## config.mk

```make
export PLATFORM = sky130hd
export DESIGN_NAME = tx_eight_ten
export DESIGN_NICKNAME = d
export VERILOG_FILES = /design/src/rtl/uart_pkg.sv /design/src/rtl/PipeReg.sv /design/src/rtl/baud_tick_gen.sv /design/src/rtl/tx_eight_ten.sv
export SDC_FILE = /design/constraint.sdc
export NUM_CORES = 1
export LEC_CHECK = 0
export ABC_AREA = 1
export CORE_MARGIN = 3
export CORE_UTILIZATION = 52
export DETAILED_ROUTE_END_ITERATION = 16
export HOLD_SLACK_MARGIN = 0.12
export PLACE_DENSITY = 0.77
export SETUP_SLACK_MARGIN = 0.02
export SLEW_MARGIN = 20
export SYNTH_ARGS = -nofsm -noshare
export SYNTH_HDL_FRONTEND = slang
export SYNTH_SLANG_ARGS = --single-unit
```

## constraint.sdc

```tcl
create_clock -name clk -period 2.8 [get_ports clk]
set_clock_uncertainty 0.05 [all_clocks]
set_input_delay 0.28 -clock clk [delete_from_list [all_inputs] [get_ports clk]]
set_output_delay 0.28 -clock clk [all_outputs]
set_load 0.1 [all_outputs]
```

## src/rtl/uart_pkg.sv

```systemverilog
// uart_pkg: definitions shared by the UART transmit and receive stages.
//   tx_state_e : FSM state encodings (IDLE/START/DATA/PARITY/STOP)
//   FRAME_BITS : serial bits per frame (10, or 11 when TX_PARITY_EN is defined)
//   IDLE_LVL   : serial line level between frames
// Configuration macro: TX_PARITY_EN (adds an even-parity bit between D7 and stop).
package uart_pkg;

  typedef enum logic [2:0] {
    ST_IDLE   = 3'd0,
    ST_START  = 3'd1,
    ST_DATA   = 3'd2,
    ST_PARITY = 3'd3,
    ST_STOP   = 3'd4
  } tx_state_e;

`ifdef TX_PARITY_EN
  localparam int FRAME_BITS = 11;
`else
  localparam int FRAME_BITS = 10;
`endif

  localparam logic IDLE_LVL = 1'b1;

  // Baud period as used by the bit timer: a programmed 0 behaves as 1.
  function automatic logic [19:0] baud_eff(input logic [19:0] b);
    return (b == 20'd0) ? 20'd1 : b;
  endfunction

endpackage

```

## src/rtl/PipeReg.sv

```systemverilog
// PipeReg: plain W-bit register with synchronous active-high reset to RST_VAL.
// Ports:
//   i_clk  in  1  clock
//   i_rst  in  1  synchronous reset, active high
//   i_d    in  W  next value
//   o_q    out W  registered value
module PipeReg #(
  parameter int           W       = 1,
  parameter logic [W-1:0] RST_VAL = '0
) (
  input  logic         i_clk,
  input  logic         i_rst,
  input  logic [W-1:0] i_d,
  output logic [W-1:0] o_q
);

  logic [W-1:0] r_q;

  always_ff @(posedge i_clk) begin
    if (i_rst) r_q <= RST_VAL;
    else       r_q <= i_d;
  end

  assign o_q = r_q;

endmodule

```

## src/rtl/baud_tick_gen.sv

```systemverilog
// baud_tick_gen: bit timer for the UART transmitter. Counts clk cycles while
// enabled and fires o_bit_tick in the last cycle of each bit period, then wraps.
// Ports:
//   i_clk      in  1       clock
//   i_rst      in  1       synchronous reset, active high
//   i_baud_l   in  BAUD_W  latched bit period in clk cycles (never 0)
//   i_enable   in  1       count while high (a frame is in progress)
//   i_clear    in  1       restart the bit period from 0
//   o_bit_tick out 1       high in the final cycle of the current bit
module baud_tick_gen #(
  parameter int BAUD_W = 20
) (
  input  logic              i_clk,
  input  logic              i_rst,
  input  logic [BAUD_W-1:0] i_baud_l,
  input  logic              i_enable,
  input  logic              i_clear,
  output logic              o_bit_tick
);

  logic [BAUD_W-1:0] r_baud_cnt;
  logic              w_tick;

  assign w_tick     = i_enable & (r_baud_cnt == (i_baud_l - BAUD_W'(1)));
  assign o_bit_tick = w_tick;

  always_ff @(posedge i_clk) begin
    if (i_rst || i_clear || w_tick) r_baud_cnt <= '0;
    else if (i_enable)              r_baud_cnt <= r_baud_cnt + BAUD_W'(1);
  end

endmodule

```

## src/rtl/tx_eight_ten.sv

```systemverilog
// tx_eight_ten: UART transmit stage. Accepts a byte on a valid/ready handshake,
// frames it as start(0), D0..D7 LSB first, [even parity], stop(1) and drives it
// on tx_out at baud clk cycles per bit.
// Configuration macro: TX_PARITY_EN inserts the even-parity bit (11-bit frame).
// Ports:
//   clk       in   1       system clock, rising edge
//   rst       in   1       synchronous reset, active high
//   baud      in   BAUD_W  clk cycles per bit, 0 treated as 1 (latched at accept)
//   tx_en     in   1       gates acceptance of new bytes only
//   tx_valid  in   1       tx_data holds a byte to send
//   tx_data   in   DATA_W  byte to send (latched at accept)
//   tx_ready  out  1       byte can be accepted this cycle
//   tx_out    out  1       serial line, registered, idle high
//   tx_busy   out  1       frame in progress
//   tx_done   out  1       pulse in the last cycle of the stop bit
//   dbg_state out  3       current FSM state (tx_state_e encoding)
// Handshake: a byte is taken on every rising edge where tx_valid & tx_ready;
// tx_ready depends only on state/tx_en/rst, never on tx_valid. No buffering:
// tx_valid while not ready is ignored.
module tx_eight_ten
  import uart_pkg::*;
#(
  parameter int DATA_W = 8,
  parameter int BAUD_W = 20
) (
  input  logic              clk,
  input  logic              rst,
  input  logic [BAUD_W-1:0] baud,
  input  logic              tx_en,
  input  logic              tx_valid,
  input  logic [DATA_W-1:0] tx_data,
  output logic              tx_ready,
  output logic              tx_out,
  output logic              tx_busy,
  output logic              tx_done,
  output logic [2:0]        dbg_state
);

  localparam int IDX_W = (DATA_W > 1) ? $clog2(DATA_W) : 1;

  tx_state_e         w_state;
  tx_state_e         w_state_nxt;
  logic [2:0]        r_state_bits;
  logic [IDX_W-1:0]  r_idx;
  logic [IDX_W-1:0]  w_idx_nxt;
  logic [DATA_W-1:0] r_shift;
  logic [DATA_W-1:0] w_shift_nxt;
  logic [BAUD_W-1:0] r_baud_l;
  logic [BAUD_W-1:0] w_baud_l_nxt;
  logic              r_line;
  logic              w_line_nxt;
  logic              w_accept;
  logic              w_bit_tick;
  logic              w_running;

  assign w_state   = tx_state_e'(r_state_bits);
  assign w_running = (w_state != ST_IDLE);

  assign tx_ready  = (w_state == ST_IDLE) & tx_en & ~rst;
  assign w_accept  = tx_valid & tx_ready;
  assign tx_out    = r_line;
  assign tx_busy   = w_running & ~rst;
  assign tx_done   = (w_state == ST_STOP) & w_bit_tick & ~rst;
  assign dbg_state = r_state_bits;

`ifdef TX_PARITY_EN
  logic r_par;
  logic w_par_nxt;
`endif

  always_comb begin
    w_state_nxt  = w_state;
    w_idx_nxt    = r_idx;
    w_shift_nxt  = r_shift;
    w_baud_l_nxt = r_baud_l;
`ifdef TX_PARITY_EN
    w_par_nxt    = r_par;
`endif
    case (w_state)
      ST_IDLE: begin
        if (w_accept) begin
          w_state_nxt  = ST_START;
          w_shift_nxt  = tx_data;
          w_idx_nxt    = '0;
          w_baud_l_nxt = (baud == '0) ? BAUD_W'(1) : baud;
`ifdef TX_PARITY_EN
          w_par_nxt    = ^tx_data;
`endif
        end
      end
      ST_START: begin
        if (w_bit_tick) begin
          w_state_nxt = ST_DATA;
          w_idx_nxt   = '0;
        end
      end
      ST_DATA: begin
        if (w_bit_tick) begin
          if (r_idx == IDX_W'(DATA_W - 1)) begin
`ifdef TX_PARITY_EN
            w_state_nxt = ST_PARITY;
`else
            w_state_nxt = ST_STOP;
`endif
          end else begin
            // The current bit always sits in r_shift[0].
            w_idx_nxt   = r_idx + IDX_W'(1);
            w_shift_nxt = r_shift >> 1;
          end
        end
      end
`ifdef TX_PARITY_EN
      ST_PARITY: begin
        if (w_bit_tick) w_state_nxt = ST_STOP;
      end
`endif
      ST_STOP: begin
        if (w_bit_tick) w_state_nxt = ST_IDLE;
      end
      default: w_state_nxt = ST_IDLE;
    endcase

    // Line level is decided from the next state so the registered output
    // changes on the same edge as the state (start bit one cycle after accept).
    case (w_state_nxt)
      ST_START: w_line_nxt = 1'b0;
      ST_DATA:  w_line_nxt = w_shift_nxt[0];
`ifdef TX_PARITY_EN
      ST_PARITY: w_line_nxt = w_par_nxt;
`endif
      default:  w_line_nxt = IDLE_LVL;
    endcase
  end

  PipeReg #(.W(3), .RST_VAL(ST_IDLE)) u_state_reg (
    .i_clk(clk), .i_rst(rst), .i_d(w_state_nxt), .o_q(r_state_bits)
  );

  PipeReg #(.W(IDX_W), .RST_VAL('0)) u_idx_reg (
    .i_clk(clk), .i_rst(rst), .i_d(w_idx_nxt), .o_q(r_idx)
  );

  PipeReg #(.W(DATA_W), .RST_VAL('0)) u_shift_reg (
    .i_clk(clk), .i_rst(rst), .i_d(w_shift_nxt), .o_q(r_shift)
  );

  PipeReg #(.W(BAUD_W), .RST_VAL(BAUD_W'(1))) u_baud_reg (
    .i_clk(clk), .i_rst(rst), .i_d(w_baud_l_nxt), .o_q(r_baud_l)
  );

  PipeReg #(.W(1), .RST_VAL(IDLE_LVL)) u_line_reg (
    .i_clk(clk), .i_rst(rst), .i_d(w_line_nxt), .o_q(r_line)
  );

`ifdef TX_PARITY_EN
  PipeReg #(.W(1), .RST_VAL(1'b0)) u_par_reg (
    .i_clk(clk), .i_rst(rst), .i_d(w_par_nxt), .o_q(r_par)
  );
`endif

  baud_tick_gen #(.BAUD_W(BAUD_W)) u_baud_tick (
    .i_clk      (clk),
    .i_rst      (rst),
    .i_baud_l   (w_baud_l_nxt),
    .i_enable   (w_running),
    .i_clear    (w_accept),
    .o_bit_tick (w_bit_tick)
  );

endmodule

```

==> metrics.txt, run 1 <==
Post-Syn Area=3690 um^2; max cap viols=0; Worst Setup Start Kind=input port; cell-internal power=1.48 mW; hold path start=u_shift_reg.o_q[7]$_SDFFE_PP0P_; # diodes=0; CTS tree=done; failing checks=negative setup slack; Final Util=84.9%; Pwr Density=414 nW/um^2; share of cells above drive strength 1=39.5%; Starting Density=54.1%; Crit Path Class=in -> out; full die area=8150 um^2; post-synthesis sequential area ratio=29.8%; P_leak=2.60 nW; type of destination of the critical path=output port; Routed Antenna Nets=0; setup violators final=36; RSZ-0062 raised after global routing=true; Rel. slew slack=70.8%; TritonRoute pass-1 iters=7; wire per inst=16.1 um; # rows=30; worst-path fanout max=2; hold buffers post-CTS=0; Req. time, crit path=2.47 ns; Max Buffers Root-to-Sink=2; global-route wire length before repair=19600 um; status=finished with violations; GRT overflow=0; setup slack after placement=-0.873 ns; Hold Fails Final Rpt=0; Hold Crit Class=reg -> reg; combinational power share=44.6%; final WL=13300 um; Critical Path AT=3.20 ns; Num Clock Sinks=55; YS warnings=0; FMAX=0.283 GHz; Mean Syn Cell Area=6.34 um^2; PortBufs=38; CTS H-tree depth=2; sequential share of power=35.3%; Slew Viols, Final=0; setup slack after layout=-0.734 ns; R2R cell count=22; DRC=0; count of different cell masters after synthesis=34; GPL Wtd Cong=0.948; CTS buffer count=5; Clock power frac=20.1%; area delta synth->final=57.1%; I/O Pins=39; hold path cells=2; Worst R2R End=u_baud_tick.r_baud_cnt[8]$_SDFFE_PP0P_; DR iter-0 viols=281; final period utilization=126%; initial antenna violation count=0; post-DP HPWL=8470 um; Core ar.=6830 um^2; hold endpoint=u_shift_reg.o_q[7]$_SDFFE_PP0P_; min cycle time layout=3.53 ns; Vias=4537; Reg2Reg Setup Slack=-0.56 ns; gr usage total=29.1%; flops & latches, synth=55; Root Driver=clkbuf_8; clk slew on worst S/H paths=0.11 ns; fin nets=769; Max VDD drop=0.307 mV; Net Switching=0.919 mW; Post-Syn Instances=583; Sw Ratio=38.3%; Vias/cell=5.47; Placed Area=4930 um^2; post-route cell area=5800 um^2; final-layout fill cell count=409; reg2reg start=u_state_reg.o_q[0]$_SDFF_PP0_; DIE WIDTH=90.3 um; largest net degree at the start of global routing=30; post-synthesis net count=619; vias in the first global route=4248; clk_lat worst skew=0.31 ns; Die Span Y=90.3 um; Power Total=2.40 mW; Least-Margin Pin Slew=0.436 ns
==> through the flow <==
stage / instances / hold WS, ns / TNS (ns)
after floorplan: 583 / 0.369 / -4.26
after global placement: 791 / 0.401 / -24.16
after detailed placement: 791 / 0.409 / -26.77
after CTS: 816 / 0.440 / -9.37
after global routing: 830 / 0.454 / -23.83
final: 830 / 0.435 / -18.53
==> synth_stat cells <==
cell type,number,area share (%)
a21o_1,1,0.20
a21oi_1,20,2.7
a31oi_1,6,1.0
buf_1,1,0.10
buf_2,4,0.54
buf_6,3,0.91
clkbuf_1,4,0.41
clkinv_2,1,0.14
dfxtp_1,55,30
ha_1,4,1.4
inv_1,70,7.1
inv_2,4,0.41
nand2_1,150,15
nand2_2,16,2.7
nand2_4,2,0.61
nand3_1,57,7.7
nand3_2,2,0.54
nand3_4,1,0.47
nand3b_1,2,0.41
nand4_1,9,1.5
nand4_4,2,1.2
nor2_1,93,9.5
nor2_2,7,1.2
nor2_4,8,2.4
nor3_1,6,0.81
nor3_2,3,0.81
nor3b_1,5,1.0
o21ai_0,11,1.5
o21ai_1,6,0.81
o21ai_2,2,0.47
o21bai_1,1,0.20
or2_2,3,0.51
xnor2_1,1,0.24
xor2_1,23,5.5
==> metal layers <==
metal  routed length [um]  part of all wire [%]  vias up  global-route usage, %
met5                    0                     0        -                      0
met4                  565                   4.2        0                   7.40
met3                 1010                   7.6       65                   4.17
met2                 6600                    49      219                   50.2
met1                 5160                    39     2122                   38.1
li1                     -                     -     2131                      -
==> power by group through the flow <==
stage | Clock, mW | Combinational (mW) | Sequential, mW
CTS | 0.487 | 0.970 | 0.846
detailed placement | 0 | 0.851 | 0.863
finish | 0.482 | 1.07 | 0.848
floorplan | 0 | 0.501 | 0.894
global route | 0.517 | 1.14 | 0.852
global placement | 0 | 0.834 | 0.861
==> cell type report <==
| cell class | instances | area, um^2 | share of cell area, % |
|---|---|---|---|
| well taps | 96 | 120 | 2.07 |
| clock inverters | 2 | 16.3 | 0.280 |
| multi-input cells | 441 | 2710 | 46.7 |
| flip-flops and latches | 55 | 1110 | 19.2 |
| repair buffers | 155 | 1470 | 25.4 |
| inverters | 75 | 289 | 4.98 |
| clock buffers | 6 | 82.6 | 1.42 |
==> logic make-up after synthesis <==
logic type,share of synthesized area (%)
buffers and inverters,9.62
adder cells (fa/ha/maj),1.36
AND/OR/NAND/NOR,46.6
flip-flops,29.8
AO/OA/AOI/OAI,6.91
XOR/XNOR,5.69
==> flip-flops by register name, summed over array words and instances (netlist names) <==
register,count
u_state_reg.o_q,3
u_line_reg.o_q,1
u_shift_reg.o_q,8
u_baud_reg.o_q,20
u_idx_reg.o_q,3
u_baud_tick.r_baud_cnt,20
==> worst max-delay path by stage <==
stage	startpoint	endpoint	slack (ns)	cells past startpoint
finish	baud[12]	tx_done	-0.73	20
global placement	tx_en	tx_done	-0.81	17
detailed placement	tx_en	u_line_reg.o_q$_SDFF_PP1_	-0.87	20
floorplan	u_state_reg.o_q[2]$_SDFF_PP0_	tx_done	-0.76	18
global route	u_state_reg.o_q[0]$_SDFF_PP0_	tx_done	-0.93	22
CTS	u_state_reg.o_q[0]$_SDFF_PP0_	tx_done	-0.57	19
==> worst max-delay path: stages <==
cell	delay (ns)
clkdlybuf4s50_1	0.46
nor2_1	0.14
nand2_1	0.11
nor2_4	0.12
nand3_2	0.12
nand2_2	0.12
nand2_4	0.06
ha_4	0.25
xor2_1	0.14
o21ai_1	0.09
nor2_1	0.21
nand4_1	0.14
nor2_2	0.10
nand3_1	0.07
nor2_1	0.09
nand2_1	0.10
nor2_4	0.14
nand2_2	0.09
nor3_4	0.15
buf_12	0.20
==> placed cells by master (no fill, tap or decap), types with 17 or more instances in the layout <==
cell,count
nand2_1,118
buf_4,100
nor2_1,68
inv_1,65
dfxtp_1,52
nand2_2,42
nand3_1,42
nor2_2,24
xor2_1,17
clkdlybuf4s50_1,17
==> repair_timing <==
action | in CTS | in global routing
setup buffers | 13 | 16
resized for setup | 71 | 69
pin swaps | 50 | 29
cloned | 4 | 1
setup endpoints to repair | 36 | 36
(Power assumes the default switching activity.)
==> run 2: changes to the inputs <==
CTS_CLUSTER_SIZE = 20   (was default)
SKIP_CTS_REPAIR_TIMING = 1   (was default)
==> metrics.txt, run 2 (synthesis results as in run 1) <==
status=finished with violations; failing checks=negative setup slack; share of cells above drive strength 1=31.8% (-7.7 points); # rows=30 (unchanged); Max VDD drop=0.296 mV (-3.5%); setup slack after layout=-0.645 ns (+0.0895 ns); Worst Hold Slack=0.366 ns (-0.0689 ns); DRC=0 (unchanged); delay-heaviest family, CP=simple AND/OR/NAND/NOR gates; worst path bufs/invs=3 (+1); fin nets=751 (-2.3%); full die area=8150 um^2 (unchanged); register area=1110 um^2 (unchanged); Crit Path Class=in -> out; final period utilization=123% (-3.2 points); critical-path cell list=clkdlybuf4s50_1 -> nor2_1 -> nand2_1 -> nor2_1 -> nand3_1 -> nand2_2 -> nand2_2 -> ha_4 -> buf_6 -> xnor2_2 -> xor2_1 -> nand4_1 -> nor2_1 -> nand3_1 -> nor2_1 -> nand2_1 -> nor2_4 -> nand2_2 -> nor3_4 -> buf_12; Least-Margin Pin Slew=0.463 ns (+0.0269 ns); TritonRoute pass-1 iters=4 (-3); commonest non-fill, non-tap cell in the layout=nand2_1; clk_lat worst skew=0.31 ns (about the same); I/O Pins=39 (unchanged); Worst R2R End=u_baud_tick.r_baud_cnt[14]$_SDFFE_PP0P_; Vias/cell=5.15 (-5.7%); area delta synth->final=46.1%; worst-path fanout max=3 (+1); max cap viols=0 (unchanged); Die Span Y=90.3 um (unchanged); post-DP HPWL=8470 um (unchanged); vias in the first global route=3890 (-8.4%); Core ar.=6830 um^2 (unchanged); CTS buffer count=5 (unchanged); type of destination of the critical path=output port; Req. time, crit path=2.47 ns (about the same); Root Driver=clkbuf_8; Rel. slew slack=69.0% (-1.8 points); P_leak=2.55 nW (-2.0%); GRT overflow=0 (unchanged); Power Total=2.26 mW (-5.8%); Critical Path AT=3.11 ns (-0.09 ns); wire per inst=13.8 um (-14%); CP endpoint=tx_done; setup violators final=36 (unchanged); Reg2Reg Setup Slack=-0.43 ns (+0.13 ns); DR iter-0 viols=237 (-16%); clk slew on worst S/H paths=0.11 ns (about the same); Routed Antenna Nets=0 (unchanged); CP max stage delay=0.45 ns (about the same); CTS H-tree depth=2 (unchanged); Max Buffers Root-to-Sink=2 (unchanged); Starting Density=54.1% (unchanged); Critical-path top delay cell=clkdlybuf4s50_1; R2R cell count=23 (+4.5%); Hold Crit Class=in -> reg; # diodes=0 (unchanged); Hold Fails Final Rpt=0 (unchanged); area of the multi-input gates=2510 um^2 (-7.3%); DIE WIDTH=90.3 um (unchanged); final WL=11200 um (-16%); min cycle time layout=3.44 ns (-0.0895 ns); Num Clock Sinks=55 (unchanged); reg2reg start=u_state_reg.o_q[0]$_SDFF_PP0_; Slew Viols, Final=0 (unchanged); global-route wire length before repair=17700 um (-10%); Vias=4184 (-7.8%); Worst Setup Start Kind=input port; Levels on crit path=20 (unchanged); initial antenna violation count=0 (unchanged); Pwr Density=419 nW/um^2 (+1.3%); PortBufs=38 (unchanged); FMAX=0.290 GHz (+2.6%); RSZ-0062 raised after global routing=true; largest net degree at the start of global routing=30 (unchanged); final-layout fill cell count=515 (+26%); CTS tree=done; setup_tns=-13.72 ns (+4.81 ns); gr usage total=26.0% (-3.1 points); most frequent cells in the layout=131 x nand2_1, 95 x buf_4, 84 x nor2_1, 66 x inv_1, 52 x dfxtp_1; cell mode on critical path=nor2_1; GPL Wtd Cong=0.948 (unchanged); CP startpoint=baud[0]
[run 2: changes by cell type in the layout (fill, tap and decap cells not counted), moves of 8 or more]
cell	previous run	this run
nor2_2	24	12
dlymetal6s2s_1	2	16
nor2_1	68	84
buf_6	11	3
dlygate4sd2_1	12	0
nand2_2	42	32
nand2_1	118	131
[run 2: how the worst min path moves through the flow]
stage                                     from                         endpoint  slack (ns)  depth (start not counted)
6_report                               baud[7]     u_baud_reg.o_q[7]$_SDFF_PP0_        0.37                          4
5_1_grt                                baud[4]     u_baud_reg.o_q[4]$_SDFF_PP0_        0.37                          4
4_1_cts          u_baud_reg.o_q[11]$_SDFF_PP0_    u_baud_reg.o_q[11]$_SDFF_PP0_        0.43                          2
3_5_place_dp      u_baud_reg.o_q[5]$_SDFF_PP0_     u_baud_reg.o_q[5]$_SDFF_PP0_        0.41                          2
3_3_place_gp   u_shift_reg.o_q[7]$_SDFFE_PP0P_  u_shift_reg.o_q[7]$_SDFFE_PP0P_        0.40                          2
2_1_floorplan                              rst     u_baud_reg.o_q[0]$_SDFF_PP1_        0.37                          2
[run 2: per-layer routing]
layer / wire length [um] / up-vias / GRT usage, %
met5: 0 / - / 0
met4: 269 / 0 / 7.02
met3: 520 / 28 / 3.75
met2: 5430 / 110 / 43.3
met1: 5010 / 1958 / 35.2
li1: - / 2088 / -
[run 2: worst min-delay path: stages]
cell and delay [ns]:
dlymetal6s2s_1 0.15, nand3_2 0.11, buf_4 0.10, a21oi_1 0.05
[run 2: where the power goes]
group          switching, mW  internal (mW)
clock                  0.277          0.203
combinational          0.545          0.391
sequential            0.0251          0.821
total                  0.847           1.42
[run 2: cell type report]
type                            instances  share of cell area [%]
Inverter                               75                    5.31
Clock inverter                          2                   0.301
Timing Repair Buffer                  137                    23.5
Sequential cell                        55                    20.6
Tap cell                               96                    2.23
Multi-Input combinational cell        441                    46.5
Clock buffer                            6                    1.53
[run 2: metrics by stage]
| step | setup WS [ns] | area (um^2) | util (%) | std cells |
|---|---|---|---|---|
| detailed placement | -0.873 | 4930 | 72.2 | 791 |
| global route | -0.878 | 5400 | 79.0 | 812 |
| global placement | -0.811 | 4930 | 72.2 | 791 |
| finish | -0.645 | 5400 | 79.0 | 812 |
| floorplan | -0.763 | 3810 | - | 583 |
| CTS | -0.866 | 5030 | 73.6 | 799 |
==> run 3: changes to the inputs <==
CORE_UTILIZATION = 57   (was 52)
PLACE_DENSITY = 0.8   (was 0.77)
clock period = 3.67 ns   (was 2.8 ns; I/O delays follow)
==> metrics.txt, run 3 (synthesis results as in run 1) <==
status=finished, final reports clean; hold path start=u_baud_reg.o_q[14]$_SDFF_PP0_; vias in the first global route=3842 (-1.2%); reg2reg start=u_state_reg.o_q[0]$_SDFF_PP0_; Die Span Y=86.5 um (-4.2%); delay-heaviest family, CP=simple AND/OR/NAND/NOR gates; # diodes=0 (unchanged); Critical Path AT=3.22 ns (+0.11 ns); Rel. slew slack=35.0% (-34 points); I/O Pins=39 (unchanged); FMAX=0.275 GHz; PortBufs=38 (unchanged); Req. time, crit path=3.25 ns (+0.78 ns); final period utilization=99.1%; clk_lat worst skew=0.33 ns (+0.02 ns); Vias/cell=5.30 (+2.8%); TritonRoute pass-1 iters=6 (+2); hold path cells=2 (-2); Hold Crit Class=reg -> reg; GRT Max-Usage Layer=met2; P_leak=2.20 nW (-14%); Reg2Reg Setup Slack=0.41 ns (+0.84 ns); R2R cell count=24 (+4.3%); DRC=0 (unchanged); gr usage total=28.6% (+2.6 points); DIE WIDTH=86.5 um (-4.2%); max cap viols=0 (unchanged); global-route wire length before repair=17200 um (-2.8%); Num Clock Sinks=55 (unchanged); Worst Setup Start Kind=register; critical-path cell list=nor2_4 -> nand4_4 -> buf_12 -> nand2_1 -> nand2_2 -> nor2_2 -> nand2_2 -> nor2_4 -> nand3_1 -> nand2_1 -> nand2_1 -> a21oi_2 -> buf_4 -> nand2_2 -> nor3_4 -> buf_12; wire per inst=14.0 um (+1.0%); CTS buffer count=5 (unchanged); Root Driver=clkbuf_8; commonest non-fill, non-tap cell in the layout=nand2_1; RSZ-0062 raised after global routing=true; CP max stage delay=0.37 ns (-0.08 ns); Starting Density=60.6% (+6.5 points); hold endpoint=u_baud_reg.o_q[14]$_SDFF_PP0_; post-DP HPWL=7900 um (-6.6%); worst-path fanout max=8 (+5); Max VDD drop=0.294 mV (-0.70%); largest net degree at the start of global routing=30 (unchanged); Critical-path top delay cell=dfxtp_4; worst path bufs/invs=3 (unchanged); # rows=28 (-6.7%); final WL=10500 um (-6.3%); Vias=3990 (-4.6%); most frequent cells in the layout=144 x nand2_1, 84 x nor2_1, 67 x inv_1, 58 x buf_4, 54 x nand3_1; CTS tree=done; area delta synth->final=31.2%; Crit Path Class=reg -> out; Least-Margin Pin Slew=0.973 ns (+0.510 ns); min cycle time layout=3.64 ns; M1 GR Usage=35.3% (+0.11 points); Power Total=1.64 mW (-28%); Pwr Density=338 nW/um^2 (-19%); met2 Track Usage GR=51.2% (+7.9 points); clk slew on worst S/H paths=0.10 ns (about the same); GRT overflow=0 (unchanged); setup violators final=0 (-100%); Hold Fails Final Rpt=0 (unchanged); Max Buffers Root-to-Sink=2 (unchanged); Core ar.=6100 um^2 (-11%); Worst R2R End=u_shift_reg.o_q[2]$_SDFFE_PP0P_; Routed Antenna Nets=0 (unchanged); GPL Wtd Cong=0.983 (+3.7%); full die area=7480 um^2 (-8.2%); Final Util=79.5% (+0.50 points); CTS H-tree depth=2 (unchanged); Slew Viols, Final=0 (unchanged); initial antenna violation count=0 (unchanged); met3 GRT Util=3.52% (-0.23 points); type of destination of the critical path=output port; DR iter-0 viols=343 (+45%); share of cells above drive strength 1=22.4% (-9.4 points); fin nets=713 (-5.1%)
[run 3: cell count changes in the layout (fill, tap and decap cells not counted), moves of 6 or more]
cell	before	now
dlymetal6s2s_1	16	5
clkdlybuf4s50_1	15	30
nand2_2	32	22
nand3_1	47	54
nand3_2	11	4
buf_4	95	58
a21oi_2	7	1
nand2_1	131	144
a21oi_1	12	19
[run 3: metrics by stage]
stage | setup WS, ns | cell area (um^2) | setup TNS (ns) | hold WS (ns) | std cells
floorplan | 0.0203 | 3750 | 0 | 0.391 | 583
global placement | -0.0585 | 4600 | -0.0585 | 0.401 | 740
detailed placement | -0.156 | 4600 | -0.219 | 0.411 | 740
CTS | -0.209 | 4680 | -0.209 | 0.425 | 748
global route | -0.140 | 4850 | -0.140 | 0.463 | 753
finish | 0.0338 | 4850 | 0 | 0.425 | 753
[run 3: power by group]
part	switching (mW)	internal, mW
sequential	0.0196	0.627
combinational	0.386	0.252
clock	0.217	0.134
[run 3: cell type report]
cell class / instances / area [um^2]
Clock inverter: 2 / 12.5
Inverter: 75 / 283
Multi-Input combinational cell: 441 / 2350
Fill cell: 452 / 1250
Sequential cell: 55 / 1110
Tap cell: 75 / 93.8
Timing Repair Buffer: 99 / 923
Clock buffer: 6 / 72.6
[run 3: routing by layer]
metal,wire length (um),up-vias
li1,-,2021
met1,4530,1820
met2,5320,135
met3,491,14
met4,180,0
met5,0,-
[run 3: how the worst max path moves through the flow]
| stage | from | to | slack [ns] | depth (start not counted) |
|---|---|---|---|---|
| 2_1_floorplan | u_state_reg.o_q[2]$_SDFF_PP0_ | tx_done | 0.02 | 18 |
| 3_3_place_gp | tx_en | tx_done | -0.06 | 21 |
| 3_5_place_dp | tx_en | tx_done | -0.16 | 21 |
| 4_1_cts | tx_en | tx_done | -0.21 | 21 |
| 5_1_grt | baud[18] | tx_done | -0.14 | 18 |
| 6_report | u_state_reg.o_q[0]$_SDFF_PP0_ | tx_done | 0.03 | 16 |
[run 3: tightest hold or removal path, cell delays in order (launching register included)]
cell and delay (ns):
dfxtp_1 0.32, nand2_2 0.06, a21oi_1 0.06
